===== config.mk =====
export PLATFORM = sky130hd
export DESIGN_NAME = serial_magnitude_comparator
export DESIGN_NICKNAME = d
export VERILOG_FILES = /design/src/rtl/serial_magnitude_comparator.sv
export SDC_FILE = /design/constraint.sdc
export NUM_CORES = 1
export LEC_CHECK = 0
export ABC_CLOCK_PERIOD_IN_PS = 3500
export CAP_MARGIN = 20
export CORE_AREA = 2 2 39 41
export DETAILED_ROUTE_END_ITERATION = 7
export DIE_AREA = 0 0 41 43
export PLACE_DENSITY = 0.77
export SYNTH_ARGS = -nofsm -noshare
export SYNTH_HDL_FRONTEND = slang
export SYNTH_SLANG_ARGS = --single-unit

===== constraint.sdc =====
create_clock -name clk -period 3.5 [get_ports clk]
set_clock_uncertainty 0.1 [all_clocks]
set_input_delay 0.35 -clock clk [delete_from_list [all_inputs] [get_ports clk]]
set_output_delay 0.35 -clock clk [all_outputs]
set_load 0.005 [all_outputs]

===== src/rtl/serial_magnitude_comparator.sv =====
// Bit-serial unsigned magnitude comparator: two operands arrive MSB-first, one bit pair
// per valid beat, and eq/gt/lt are reported with a one-cycle done pulse after the last bit.
module serial_magnitude_comparator #(
  parameter  int WIDTH = 8,
  localparam int CW    = $clog2(WIDTH)
) (
  input  logic          clk,
  input  logic          rst,
  input  logic          start,
  input  logic          bit_valid,
  input  logic          a_bit,
  input  logic          b_bit,
  output logic          busy,
  output logic          done,
  output logic          eq,
  output logic          gt,
  output logic          lt,
  output logic [CW-1:0] bit_count
);

  typedef enum logic [1:0] {
    IDLE    = 2'd0,
    COMPARE = 2'd1,
    DONE    = 2'd2
  } state_t;

  state_t state, state_n;

  logic decided;
  logic gt_int;
  logic lt_int;

  logic accept_start;
  logic consume;
  logic last_bit;
  logic decided_n;
  logic gt_n;
  logic lt_n;

  always_comb begin
    state_n      = state;
    accept_start = 1'b0;
    consume      = 1'b0;
    last_bit     = 1'b0;
    case (state)
      IDLE: begin
        if (start) begin
          state_n      = COMPARE;
          accept_start = 1'b1;
        end
      end
      COMPARE: begin
        if (bit_valid) begin
          consume = 1'b1;
          if (bit_count == CW'(WIDTH - 1)) begin
            last_bit = 1'b1;
            state_n  = DONE;
          end
        end
      end
      DONE: begin
        state_n = IDLE;
      end
      default: begin
        state_n = IDLE;
      end
    endcase
  end

  // The first differing bit from the MSB decides; later bits cannot override it.
  always_comb begin
    decided_n = decided;
    gt_n      = gt_int;
    lt_n      = lt_int;
    if (!decided && (a_bit != b_bit)) begin
      decided_n = 1'b1;
      gt_n      = a_bit;
      lt_n      = b_bit;
    end
  end

  always_ff @(posedge clk or posedge rst) begin
    if (rst) begin
      state     <= IDLE;
      busy      <= 1'b0;
      done      <= 1'b0;
      eq        <= 1'b0;
      gt        <= 1'b0;
      lt        <= 1'b0;
      bit_count <= '0;
      decided   <= 1'b0;
      gt_int    <= 1'b0;
      lt_int    <= 1'b0;
    end else begin
      state <= state_n;
      busy  <= (state_n == COMPARE);
      done  <= (state_n == DONE);
      if (accept_start) begin
        bit_count <= '0;
        decided   <= 1'b0;
        gt_int    <= 1'b0;
        lt_int    <= 1'b0;
        eq        <= 1'b0;
        gt        <= 1'b0;
        lt        <= 1'b0;
      end else if (consume) begin
        // The counter is forced to zero after the final bit so non-power-of-two widths wrap too.
        bit_count <= last_bit ? '0 : bit_count + CW'(1);
        decided   <= decided_n;
        gt_int    <= gt_n;
        lt_int    <= lt_n;
        if (last_bit) begin
          eq <= ~decided_n;
          gt <= gt_n;
          lt <= lt_n;
        end
      end
    end
  end

endmodule


# Word-level counts from Yosys, hierarchy flattened
# Cells that the tools add are included.
# classes
n_addsub	1
n_eq_ne	5
n_mux	32
bitwise	1
n_reduce_logical	6
# op_table
op	n
two-way mux 1 bit	25
two-way mux 3 bit	3
two-way mux 2 bit	3
== test 2 x 1 -> 1 bit, second input constant	2
one-hot mux 2 bit (2 select lines)	1
nonzero test 2 bit	2
adder 3 x 1 -> 3 bit, second input constant	1
== test 3 bit, second input constant	1
== test 2 bit, second input constant	1
logical NOT 2 bit	1
AND reduction 2 bit	1
logical AND 1 bit	1
logical NOT 1 bit	1
inequality test 1 bit	1
NOT 1 bit	1
# totals
reg_bits	13
wordCells	55

# Depth between registers and ports, before layout
# Gate-level depths: netlist (run 1).
# logic_depth
word_depth	7
mapped_depth	6
ltp_nobuf	6

# Worst setup path after synthesis (run 1)
# No wires, ideal clock.
# synth_timing
path_kind	reg2reg
startpoint	reg bit_count[0]
endpoint	reg eq
setup_time_ns	0.073
arrival_time_ns	1.410
path_slack_ns	1.917
stages_incl_launch_ff	6
n_path_buf	0
synth_period_minus_slack_ns	1.583
cell_sequence	dfrtp_1 > ha_1 > ha_1 > nand4b_4 > or3_1 > a21oi_2
# synth_between
elab_chain_len	6
# synth_rtl
element	line	text
from (decl)	18	output logic [CW-1:0] bit_count
from (signal assigned)	108	bit_count <= last_bit ? '0 : bit_count + CW'(1);
== test 3 bit	55	if (bit_count == CW'(WIDTH - 1)) begin
two-way mux 1 bit	55	
two-way mux 1 bit	53	if (bit_valid) begin
two-way mux 1 bit	45	case (state)
nonzero test 2 bit (no source line)	n/a	
AND reduction 2 bit (no source line)	n/a	
to (signal assigned)	113	eq <= ~decided_n;
to (decl)	15	output logic eq,
# No other way between the ends.
# A chain may end at the register's enable or synchronous reset.

# Worst setup path after layout (run 1)
# Same ends and word-level chain as after synthesis.

==> results by stage, run 1 <==
Pwr:
- Across the VDD grid, the largest voltage drop is 0.317 mV.
- The analysis attributes to cell leakage a power of 0.347 nW.
- Power spread over the standard cell area amounts to 631 nW/um^2.

Flow run:
- Across the run, the number of max-cap violations was 0.

CTS:
- The clock latency at the later pin of the worst-skew pair is 0.26 ns.
- The number of buffers between clock root and the deepest sink is 2.
- The cell at the root of the clock tree is clkbuf_4.
- The number of setup buffers added after CTS is 0.
- The clock tree from TritonCTS is built.
- The number of buffers created by CTS is 3.
- CTS built an H-tree with a depth of 1.
- The number of buffers added to fix hold violations after cts is 0.
- The clock-pin transition on the worst setup and hold timing paths is 0.08 ns.
- CTS saw 13 sinks.
- Gates resized during post-CTS repair numbered 0.

Layout:
- For this run, the post-layout net count is 86.
- Relative to the synthesized area, the layout overhead comes to 26.1%.
- Leaving out filler cells and counting taps, the final layout contains 93.
- The repair_antennas step left the layout with diodes totalling 0.
- The finished cells cover 816 um^2.
- Cells with a size suffix above 1 make up 11.7% of the layout.

Timing:
- The max-slew violation count is 0.
- The slew at the pin with the worst max-slew slack is 0.625 ns.
- The setup TNS after final layout is 0 ns.
- For this run, the top clock speed supported by timing is 0.591 GHz.
- The remaining max-slew budget at the tightest pin is 58.1%.
- Setup repair after global routing left no endpoint under its margin.
- The final setup slack of the worst path is 1.81 ns.
- The period utilization is 48.3%.
- The number of hold violations in the final report came to 0.
- The final setup violation count is 0.
- The post-layout minimum cycle time is 1.69 ns.

Global route:
- Global routing consumed, on the met2 layer, 22.5% of the routing resources.
- The global routing met1 resource utilization is 22.2%.
- Global routing used 15.5% of the available tracks across all layers.
- The number of global-route vias before repair came to 460.
- For this run, global-route usage on met3 was measured as 4.71%.
- Entering global routing, the biggest net connects 14 pins.
- The number of antenna violations at the first check in global routing is 0.
- The global-route layer with the greatest usage is met2.
- The global route total overflow is 0.
- The first-pass GRT wire length is 1880 um.

Die:
- During I/O placement, the number of pins put on the boundary was 14.
- The initialized floorplan defines 14 standard-cell rows.
- The starting density of the core is 46.7%.
- The floorplan core area is 1380 um^2.
- The die width is 41 um.
- The floorplan step set the die height to 43 um.
- The die area is 1760 um^2.

Detailed routing:
- The final route contains 495 vias.
- Before antenna repair, the detailed router went through 4 iterations.
- The via count normalized by instance count is 5.32.
- The number of violations reported at the end of detailed-routing iteration 0 is 4.
- The detail route stage leaves a number of antenna-violating nets equal to 0.
- In the final routed layout, each cell accounts on average for 11.8 um.
- In the routed design, unresolved DRC markers number 0.
- The routed design has 1100 um of wire.

Logic synthesis:
- The total of warnings raised by yosys is 0.
- Dividing the synthesized area by the synthesized cell count gives 10.6 um^2.
- The post-synthesis register bit count is 13.
- The number of cells produced by synthesis is 61.
- The sequential area share after synthesis is 50.3%.
- Sorting the synthesized cells by area gives the leading types as dfrtp_1 50%, a21oi_1 6.2%, ha_1 3.9%, nand4b_4 3.7%, nand3b_1 3.5%.
- The mapped netlist covers 647 um^2.
- In this run, distinct cell masters in the synthesized netlist total 24.
- The area fraction of the dominant cell type after synthesis is 50.3%.
- Summed over all instances, the cell type with the most area after synthesis is dfrtp_1.
- Yosys mapped a number of flops with a built-in enable equal to 0.
- Counting every net in the synthesized netlist gives 69.
- Among all flip-flop cells after synthesis, the most frequent one is dfrtp_1.
- The share of synthesized flip-flops with an asynchronous set or reset is 100%.

Worst hold path:
- The class of the worst hold path is input pin to async pin.

Critical path:
- STA classifies the critical path endpoint as a register.
- For the worst setup path, the data arrival time is 1.79 ns.
- In this run the worst path has a maximum fanout of 7.
- The path type of the worst setup path is register to register.
- The required time of the worst setup path is 3.60 ns.
- The type of origin of the critical path is a register.

Placed design:
- The post-DP HPWL is 860 um.
- Including well taps, the total number of placed cells is 89.
- The post-place instance area is 790 um^2.
- The global placement routability congestion is 0.766.
- At the placement stage, the worst setup path has a slack of 1.68 ns.
- Buffers placed on the I/O ports in this run total 13.

Status:
- The run finished with clean final reports.
==> critical path, cell delays in order, from the launching register on <==
cell and delay [ns]:
dfrtp_1 0.39, ha_1 0.16, ha_1 0.28, nand4b_4 0.17
or3_1 0.39, a21oi_2 0.14
==> registers in the layout (all words and copies together) (netlist names) <==
| signal | flops |
|---|---|
| done | 1 |
| gt_int | 1 |
| state | 2 |
| bit_count | 3 |
| lt_int | 1 |
| busy | 1 |
| eq | 1 |
| decided | 1 |
| lt | 1 |
| gt | 1 |
==> through the flow <==
stage | total power (W) | utilization [%] | hold slack [ns]
after floorplan | 0.000343 | - | 0.127
after global placement | 0.000426 | 57.1 | 0.420
after detailed placement | 0.000433 | 57.1 | 0.423
after CTS | 0.000520 | 59.0 | 0.327
after global routing | 0.000561 | 59.0 | 0.348
final | 0.000515 | 59.0 | 0.300
==> cells in the final DEF (no fill, tap or decap), types with 2 or more instances in the layout <==
master / n
a21oi_1: 8
inv_1: 5
a311oi_1: 2
dfrtp_1: 13
nand3b_1: 3
nand2_1: 5
or3_1: 2
nor2_1: 4
clkdlybuf4s50_1: 13
clkbuf_4: 3
ha_1: 2
o21ai_0: 3
==> synthesized netlist by cell type (2+ instances only) <==
cell      count
dfrtp_1      13
a21oi_1       8
inv_1         5
nand2_1       5
nor2_1        4
nand3b_1      3
o21ai_0       3
a311oi_1      2
ha_1          2
or3_1         2
==> report_power, final <==
part / switching [W] / internal, W / total (W)
sequential: 0.0000415 / 0.000197 / 0.000239
combinational: 0.0000755 / 0.000112 / 0.000188
clock: 0.0000445 / 0.0000440 / 0.0000885
==> per-layer routing <==
layer | vias to the layer above | share of wire [%]
met1 | 231 | 50
met2 | 9 | 45
met4 | 0 | 0
met3 | 0 | 4.5
li1 | 255 | -
met5 | - | 0
==> cell type report <==
class | instances | area [um^2]
inverter | 5 | 18.8
fill | 123 | 568
clock buffer | 4 | 26.3
tap | 16 | 20.0
timing repair buffer | 13 | 130
sequential | 13 | 325
multi-input combinational | 42 | 295
==> kinds of logic (layout without fill, tap and decap cells) <==
| kind of cell | count (synthesis) | in the layout | synth area share (%) |
|---|---|---|---|
| fa+ha+maj | 2 | 2 | 3.87 |
| xor+xnor | 1 | 1 | 1.35 |
| flops | 13 | 13 | 50.3 |
| mux | 1 | 1 | 1.55 |
| compound gates | 16 | 16 | 15.5 |
| simple gates | 22 | 22 | 23.4 |
| buf+inv | 6 | 22 | 4.06 |
==> worst paths after layout <==
check | start | to | slack [ns] | cells after the start
setup / recovery | bit_count[0] | eq | 1.81 | 5
hold / removal | rst | gt | 0.30 | 2
setup reg to reg | bit_count[0] | eq | 1.81 | 5
hold reg to reg | lt | lt | 0.43 | 2
max in group asynchronous | rst | lt_int | 2.68 | 2
min in group clk | lt | lt | 0.43 | 2
Note: power is estimated with default switching activity, not from simulation.
==> inputs of run 2 (changes only) <==
==> config.mk (replaced) <==
export PLATFORM = sky130hd
export DESIGN_NAME = serial_magnitude_comparator
export DESIGN_NICKNAME = d
export VERILOG_FILES = /design/src/rtl/serial_magnitude_comparator.sv
export SDC_FILE = /design/constraint.sdc
export NUM_CORES = 1
export LEC_CHECK = 0
export ABC_CLOCK_PERIOD_IN_PS = 1500
export CAP_MARGIN = 20
export CORE_MARGIN = 2
export CORE_UTILIZATION = 43
export DETAILED_ROUTE_END_ITERATION = 7
export PLACE_DENSITY = 0.72
export SYNTH_ARGS = -nofsm -noshare
export SYNTH_HDL_FRONTEND = slang
export SYNTH_SLANG_ARGS = --single-unit
==> constraint.sdc (replaced) <==
create_clock -name clk -period 1.5 [get_ports clk]
set_clock_uncertainty 0.1 [all_clocks]
set_input_delay 0.15 -clock clk [delete_from_list [all_inputs] [get_ports clk]]
set_output_delay 0.15 -clock clk [all_outputs]
set_load 0.005 [all_outputs]
==> results by stage, run 2 (synthesis results as in run 1) <==
Status:
- The flow ran to the end, but the final reports show violations.
- The final reports fail on negative setup slack.

Critical path:
- The maximum fanout count along the critical path is 5 (-2).
- The critical path's slowest cell is dfrtp_1.
- The largest incremental delay on the critical path is 0.40 ns (about the same).
- The type of origin of the critical path is a register.
- The data arrival time of the critical path is 1.64 ns (-0.15 ns).
- Walking the worst path, the cells encountered are ha_2 > ha_4 > nand4b_4 > or3_4 > a21oi_2.
- STA classifies the critical path endpoint as a register.
- The path type of the worst setup path is register to register.
- The required time of the worst setup path is 1.61 ns (-1.99 ns).

Detailed routing:
- The number of violations reported at the end of detailed-routing iteration 0 was 0 (-4).
- The final routed wire length divided by cell count is 13.5 um (+15%).
- The detailed-routing iteration count for the pre-antenna-repair pass was 1 (-3).
- The via count normalized by instance count is 5.31 (-0.17%).
- The sum of routed wire length over all layers is 1380 um (+26%).
- The total number of vias is 542 (+9.5%).
- The final antenna-violating net count was 0 (unchanged).
- The total DRC errors in the routed layout is 0 (unchanged).

Timing:
- The number of hold violations in the final report is 0 (unchanged).
- The maximum clock frequency is 0.651 GHz (+10%).
- The final setup violation count is 3 (+3).
- The period utilization is 102% (+54 points).
- The post-layout minimum cycle time is 1.54 ns (-0.157 ns).
- The slew at the pin with the worst max-slew slack is 0.509 ns (-0.116 ns).
- Setup repair after global routing could not meet its margin everywhere.
- The final setup slack of the worst path is -0.0354 ns (-1.84 ns).
- The max-slew violation count came to 0 (unchanged).
- The remaining max-slew budget at the tightest pin is 66.0% (+7.9 points).

CTS:
- The number of sinks driven by the clock tree was 13 (unchanged).
- CTS placed an instance of clkbuf_4 at the clock tree root.
- The number of buffers created by CTS is 3 (unchanged).
- The number of buffers between clock root and the deepest sink is 2 (unchanged).
- The clock tree from TritonCTS is built.
- The clock-pin transition on the worst setup and hold timing paths is 0.08 ns (about the same).
- The number of buffers added to fix hold violations after cts is 0 (unchanged).
- The clock latency at the later pin of the worst-skew pair came to 0.28 ns (+0.02 ns).
- The number of H-tree levels came to 1 (unchanged).

Die:
- The placement row count is 13 (-1).
- The floorplan core area came to 1350 um^2 (-2.4%).
- The die area is 1830 um^2 (+3.8%).
- The height of the die is 42.8 um (-0.50%).
- The die width is 42.8 um (+4.4%).
- The total I/O pin count is 14 (unchanged).
- The starting density of the core is 47.9% (+1.2 points).

Pwr:
- The net switching share of the total power was 32.8% (+1.5 points).
- The part of the total power dissipated in sequential elements is 42.5% (-3.9 points).
- The power per standard cell area was 1430 nW/um^2 (+130%).
- The switching power came to 0.000437 W (+170%).
- The final total power is 0.00133 W (+160%).
- The logic gate share of total power came to 41.0% (+4.6 points).
- The leakage power came to 0.407 nW (+18%).
- The cell internal power dissipation is 0.000893 W (+150%).
- The clock network power share is 16.4% (-0.8 points).
- The worst ir drop on vdd is 0.766 mV (+140%).

Global route:
- The number of antenna violations at the first check in global routing is 0 (unchanged).
- The global route total overflow is 0 (unchanged).
- The total track usage is 17.4% (+1.9 points).
- The pin count of the biggest net entering global routing is 14 (unchanged).
- The number of global-route vias before repair is 548 (+19%).
- The first-pass GRT wire length came to 2340 um (+24%).

Placed design:
- The global placement routability congestion came to 0.768 (+0.22%).
- The instance count after placement with tap cells included is 95 (+6.7%).
- The post-DP HPWL came to 978 um (+14%).
- The worst slack at placement was -0.0771 ns (-1.75 ns).
- The quantity of I/O buffers inserted on ports came to 13 (unchanged).

Layout:
- The fraction of layout cells with a size suffix above 1 came to 29.9% (+18 points).
- The area overhead of the layout relative to synthesis is 43.5%.
- The antenna cell count is 0 (unchanged).
- The flip-flop count of the largest register after layout was 3 (unchanged).
- The top cell types in the final layout, fill and taps aside, are 13 x dfrtp_1, 12 x clkdlybuf4s50_1, 10 x buf_4.
- The count of placed standard cells in the final layout, fillers left out was 102 (+9.7%).
- The most common cell after layout, fill and taps aside is dfrtp_1.
- The filler cell count in the final layout is 112 (-8.9%).
- The layout net count is 96 (+12%).
- The largest registers in the layout are bit_count x3, state x2.
- More flip-flops sit in one register than any other, and that register is bit_count.
- The utilization after layout is 68.8% (+9.8 points).

Worst hold path:
- The path class of the tightest hold or removal check is input pin to async pin.

Flow run:
- The count of max-cap constraint violations is 0 (unchanged).
-- run 2: per-stage QoR --
| step | cell area (um^2) | hold WS (ns) | setup TNS [ns] |
|---|---|---|---|
| final | 928 | 0.0927 | -0.0762 |
| after global routing | 928 | 0.182 | -0.401 |
| after CTS | 905 | 0.106 | -0.132 |
| after detailed placement | 856 | 0.409 | -0.122 |
| after global placement | 856 | 0.413 | -0.0653 |
| after floorplan | 662 | -0.0730 | 0 |
-- run 2: layout make-up --
class | instances | area, um^2 | area share, %
sequential | 13 | 325 | 35.0
inverter | 5 | 18.8 | 2.02
timing repair buffer | 23 | 208 | 22.4
multi-input combinational | 42 | 332 | 35.7
clock buffer | 4 | 26.3 | 2.83
tap | 15 | 18.8 | 2.02
-- run 2: path summary, 6_finish.rpt --
| check | startpoint | endpoint | slack, ns | cells past startpoint |
|---|---|---|---|---|
| worst max-delay path | bit_count[0] | eq | -0.04 | 5 |
| worst min-delay path | rst | gt | 0.09 | 2 |
| worst max register to register | bit_count[0] | eq | -0.04 | 5 |
| worst min register to register | state[1] | busy | 0.46 | 1 |
| max in group asynchronous | rst | busy | 0.86 | 2 |
| min in group clk | start | busy | 0.43 | 3 |
-- run 2: timing repair --
action	in CTS	in global routing
pin swaps	6	3
setup endpoints to repair	4	5
buffers inserted	3	0
gates resized for setup	0	6
-- run 2: routing by layer --
| metal | share of wire (%) | track usage [%] |
|---|---|---|
| met3 | 5.4 | 6.81 |
| met5 | 0 | 0 |
| met4 | 0 | 3.75 |
| met2 | 49 | 29.7 |
| met1 | 46 | 20.4 |
-- run 2: power groups by stage --
| stage | clock, W | sequential [W] | combinational [W] |
|---|---|---|---|
| after floorplan | 0 | 0.000547 | 0.000278 |
| after global placement | 0 | 0.000563 | 0.000503 |
| after detailed placement | 0 | 0.000572 | 0.000517 |
| after CTS | 0.000223 | 0.000565 | 0.000533 |
| after global routing | 0.000235 | 0.000587 | 0.000616 |
| final | 0.000218 | 0.000566 | 0.000545 |
-- run 2: worst max-delay path, delay by kind of cell, from the launching register on --
kind | cells | cell delay (ns)
and+or+nand+nor | 2 | 0.49
DFF | 1 | 0.40
adders and majority gates | 2 | 0.36
AOI/OAI and AO/OA | 1 | 0.12
==> inputs of run 3 (changes only) <==
--- a/config.mk
+++ b/config.mk
@@ -11,6 +11,7 @@
 export CORE_UTILIZATION = 43
 export DETAILED_ROUTE_END_ITERATION = 7
 export PLACE_DENSITY = 0.72
+export SLEW_MARGIN = 10
 export SYNTH_ARGS = -nofsm -noshare
 export SYNTH_HDL_FRONTEND = slang
 export SYNTH_SLANG_ARGS = --single-unit
==> results of run 3 <==
No change in the layout: final DEF, timing and power equal those of run 2.
==> patch 1, RTL diff (flow settings as in run 2) <==
Reset style: synchronous (`rst`), changed in one clocked block.
--- a/src/rtl/serial_magnitude_comparator.sv
+++ b/src/rtl/serial_magnitude_comparator.sv
@@ -81,3 +81,3 @@
 
-  always_ff @(posedge clk or posedge rst) begin
+  always_ff @(posedge clk) begin
     if (rst) begin
Behaviour: differs if rst is asserted again (counterexample within 4 cycles, from zero or initial values and one cycle with rst high); with rst held inactive, the same outputs for 10 cycles.
==> patch 1 against run 2 <==
  * Sequential cell count did not move
  * Routed wire length fell by 9.0%
  * Synthesized area fell by 12%
  * Non-clock buffer count fell by 2
  * Count of clock-buffer cells in the layout did not move
  * Setup slack improved by 0.12 ns
  * Maximum frequency rose by 8.3%
  * Cell area fell by 8.9%
  * First-iteration DRC count rose by 34
  * Largest cell class unchanged
  * Highest routed layer is now met4
Power is not compared: it rests on default switching activity, and its combinational part moved more than twofold at a synthesized area within 25%.
==> patch 1: results (changes against run 2) <==
\begin{tabular}{lr}
\hline
Metric & Value \\
\hline
\multicolumn{2}{l}{\textbf{Clock tree}} \\
\quad Post-CTS clock slew at the launch and capture registers of the worst setup and hold paths & 0.08 ns (about the same) \\
\quad Count of buffers added by post-CTS timing repair for setup & 0 (-3) \\
\quad Count of H-tree levels built during CTS & 1 (unchanged) \\
\multicolumn{2}{l}{\textbf{Drt}} \\
\quad Vias & 566 (+4.4\%) \\
\quad Number of detailed-routing iterations run before antenna repair & 4 (+3) \\
\quad Total detailed-routing wirelength & 1260 µm (-9.0\%) \\
\quad Number of violations reported at the end of detailed-routing iteration 0 & 34 (+34) \\
\multicolumn{2}{l}{\textbf{Final layout}} \\
\quad Leading registers by flop count & bit\_count (3), state (2) \\
\quad Share of cells above drive strength 1 & 0.261 (-0.0375) \\
\quad Non-Filler Instances & 103 (+0.98\%) \\
\quad Final layout net count & 97 (+1.0\%) \\
\multicolumn{2}{l}{\textbf{Logic synthesis}} \\
\quad Most used DFF post-synth & dfxtp\_1 \\
\quad Net count after synthesis & 71 (+2.9\%) \\
\quad Proportion of synthesized chip area in sequential cells & 0.455 (-0.0478) \\
\quad Leading post-synthesis cells by cell area & dfxtp\_1 (46\%), a21oi\_1 (6.1\%), ha\_1 (4.4\%) \\
\quad Most instantiated cells after synthesis & dfxtp\_1 (13), a21oi\_1 (7), nor2\_1 (6) \\
\quad Post-synthesis async set-or-reset flop share & 0 (-1.00) \\
\quad Cells after Synth & 63 (+3.3\%) \\
\multicolumn{2}{l}{\textbf{Critical path}} \\
\quad Launch point of the critical path & bit\_count[1] \\
\quad CP max FO & 6 (+1) \\
\quad CP max stage delay & 0.36 ns (-0.04 ns) \\
\quad Cell with the largest stage delay on the worst path & dfxtp\_2 \\
\multicolumn{2}{l}{\textbf{Min path}} \\
\quad Worst Hold Class & reg -> reg \\
\multicolumn{2}{l}{\textbf{Global route}} \\
\quad Pin count of the biggest net entering global routing & 10 (-4) \\
\quad Via count of the first global-routing pass & 449 (-18\%) \\
\quad Wire length of the first global-routing pass & 1960 µm (-16\%) \\
\multicolumn{2}{l}{\textbf{Placement}} \\
\quad Placement Cell Area & 783 µm² (-8.5\%) \\
\quad Post-detailed-placement half-perimeter wirelength & 876 µm (-10\%) \\
\quad Number of cells in the design after placement & 99 (+4.2\%) \\
\quad RePlAce Congestion & 0.841 (+9.6\%) \\
\multicolumn{2}{l}{\textbf{Run status}} \\
\quad Outcome & finished clean \\
\multicolumn{2}{l}{\textbf{STA}} \\
\quad Worst rel slew slack & 0.837 (+0.177) \\
\hline
\end{tabular}
-- patch 1: layout make-up --
class	count	area (µm²)
inverters	3	11.3
fillers	103	423
clock buffers	4	26.3
flip-flops and latches	13	264
repair buffers	21	195
multi-input cells	47	330
well taps	15	18.8
-- patch 1: worst paths after layout --
kind         end  slack (ns)
max           eq        0.08
min reg2reg   eq        0.37
min           eq        0.37
max reg2reg   eq        0.08
-- patch 1: power by group through the flow --
stage | sequential, W | clock [W] | combinational [W]
final | 0.000360 | 0.000224 | 0.0000765
after global routing | 0.000361 | 0.000240 | 0.0000857
after CTS | 0.000359 | 0.000230 | 0.0000759
after detailed placement | 0.000367 | 0 | 0.0000757
after global placement | 0.000366 | 0 | 0.0000741
after floorplan | 0.000366 | 0 | 0.0000315
-- patch 1: through the flow --
stage / setup WS [ns] / TNS, ns / total power, W
floorplan: 0.0173 / 0 / 0.000398
global placement: -0.115 / -0.705 / 0.000441
detailed placement: -0.141 / -0.926 / 0.000442
CTS: 0.0134 / 0 / 0.000665
global route: 0.0179 / 0 / 0.000686
finish: 0.0827 / 0 / 0.000660
-- patch 1: repair_timing --
item | 4_1_cts | 5_1_grt
resized for setup | 1 | 8
endpoints found under the setup margin | 1 | 6
pin swaps | 0 | 1
-- patch 1: logic make-up after synthesis --
group                      after synthesis  share of synthesized area
xor gates and xnor gates                 1                     0.0153
AOI/OAI and AO/OA                       17                      0.184
buffers and inverters                    3                     0.0197
adders and majority gates                2                     0.0438
and+or+nand+nor                         27                      0.282
DFF                                     13                      0.455
-- patch 1: worst register-to-register path: stages, from the launching register on --
cell and delay (ns):
dfxtp_2 0.36, ha_4 0.14, ha_4 0.15, nand4b_2 0.12, or3_4 0.34, a21oi_2 0.14
-- patch 1: per-layer routing --
| metal | wire length (µm) | part of all wire | track usage | vias up |
|---|---|---|---|---|
| li1 | - | - | - | 281 |
| met1 | 545 | 0.43 | 0.235 | 252 |
| met2 | 584 | 0.46 | 0.282 | 28 |
| met3 | 90 | 0.072 | 0.0500 | 5 |
| met4 | 38 | 0.030 | 0.150 | 0 |
| met5 | 0 | 0 | 0 | - |
==> patch 2, RTL diff (settings of run 2) <==
Without the edit above. Set the parameter `WIDTH` to 32 (it was 8).
--- a/src/rtl/serial_magnitude_comparator.sv
+++ b/src/rtl/serial_magnitude_comparator.sv
@@ -3,3 +3,3 @@
 module serial_magnitude_comparator #(
-  parameter  int WIDTH = 8,
+  parameter  int WIDTH = 32,
   localparam int CW    = $clog2(WIDTH)
Interface: changed (resized bit_count); port bits go from 14 to 16. No check against the original RTL was run, so the function may have changed too.
==> patch 2 against run 2 <==
  * The flow still finishes with violations (negative setup slack)
  * Total power shrank 2.4%
  * Setup slack lost 0.11 ns
  * Routed wire length grew 30%
  * Sequential share of layout area shrank 2.0 points
  * Synthesized area grew 16%
  * Count of clock-buffer cells in the layout is the same
  * Cell area grew 23%
  * Worst hold slack lost 0.021 ns
  * Sequential cell count grew 2
  * Critical endpoint is now bit_count[2]
  * Highest routed layer is now met4
==> patch 2: results (changes against run 2) <==
\begin{tabular}{lr}
\hline
Metric & Value \\
\hline
\multicolumn{2}{l}{\textbf{Run status}} \\
\quad Outcome & finished with violations \\
\quad Violations in the final reports & negative setup slack \\
\multicolumn{2}{l}{\textbf{Final layout}} \\
\quad Proportion of cell area occupied by multi-input gates & 0.344 (-0.0132) \\
\quad Layout filler cell count & 130 (+16\%) \\
\multicolumn{2}{l}{\textbf{Logic synthesis}} \\
\quad Proportion of synthesized chip area in sequential cells & 0.498 (-0.00456) \\
\quad Mean post-synth cell area & 10.5 µm² (-1.3\%) \\
\quad Count of different cell masters after synthesis & 31 (+29\%) \\
\quad Net count after synthesis & 80 (+16\%) \\
\multicolumn{2}{l}{\textbf{Power}} \\
\quad Share of total power in sequential cells & 0.423 (-0.002) \\
\quad Sw Pwr & 0.000392 W (-10\%) \\
\multicolumn{2}{l}{\textbf{Global route}} \\
\quad Met2 Usage GRT & 0.281 (-0.0164) \\
\quad Aggregate global-route resource usage & 0.179 (+0.00542) \\
\quad GRT met1 Usage & 0.248 (+0.0433) \\
\quad Via count of the first global-routing pass & 618 (+13\%) \\
\quad Met3 global-route usage & 0.0397 (-0.0284) \\
\multicolumn{2}{l}{\textbf{STA}} \\
\quad Smallest setup slack after layout & -0.150 ns (-0.114 ns) \\
\quad Total of endpoints with negative setup slack in the final report & 9 (+6) \\
\quad Setup TNS Final & -0.923 ns (-0.847 ns) \\
\multicolumn{2}{l}{\textbf{Drt}} \\
\quad DRT met1 WL & 801 µm (+27\%) \\
\quad Met2 WL post-DR & 852 µm (+27\%) \\
\quad Number of vias per cell & 5.60 (+5.4\%) \\
\quad Detailed-route wire length per cell & 14.1 µm (+4.4\%) \\
\quad Number of detailed-routing iterations run before antenna repair & 4 (+3) \\
\quad Number of violations reported at the end of detailed-routing iteration 0 & 16 (+16) \\
\quad Vias & 711 (+31\%) \\
\multicolumn{2}{l}{\textbf{Placement}} \\
\quad RePlAce Congestion & 0.726 (-5.4\%) \\
\multicolumn{2}{l}{\textbf{Clock tree}} \\
\quad Count of buffers added by post-CTS timing repair for setup & 2 (-1) \\
\multicolumn{2}{l}{\textbf{Critical path}} \\
\quad Crit path DAT & 1.76 ns (+0.12 ns) \\
\hline
\end{tabular}
[patch 2: cells by family after synthesis]
logic type,count (synthesis),share of synthesized area
flip-flops,15,0.498
AO/OA/AOI/OAI,22,0.213
buffers and inverters,7,0.0465
XOR/XNOR,1,0.0116
adder cells (fa/ha/maj),2,0.0332
multiplexers,2,0.0282
AND/OR/NAND/NOR,23,0.169
[patch 2: through the flow]
| step | instance area [µm²] | worst slack (ns) |
|---|---|---|
| CTS | 1110 | -0.138 |
| global route | 1140 | -0.271 |
| detailed placement | 1060 | -0.177 |
| floorplan | 773 | -0.132 |
| global placement | 1060 | -0.130 |
| finish | 1140 | -0.150 |
[patch 2: final timing paths]
kind / from / end / slack (ns) / cells past startpoint
min: rst / eq / 0.07 / 3
min in group clk: eq / eq / 0.44 / 2
max: bit_count[1] / bit_count[2] / -0.15 / 6
max reg2reg: bit_count[1] / bit_count[2] / -0.15 / 6
max in group asynchronous: rst / state[1] / 1.04 / 3
min reg2reg: eq / eq / 0.44 / 2
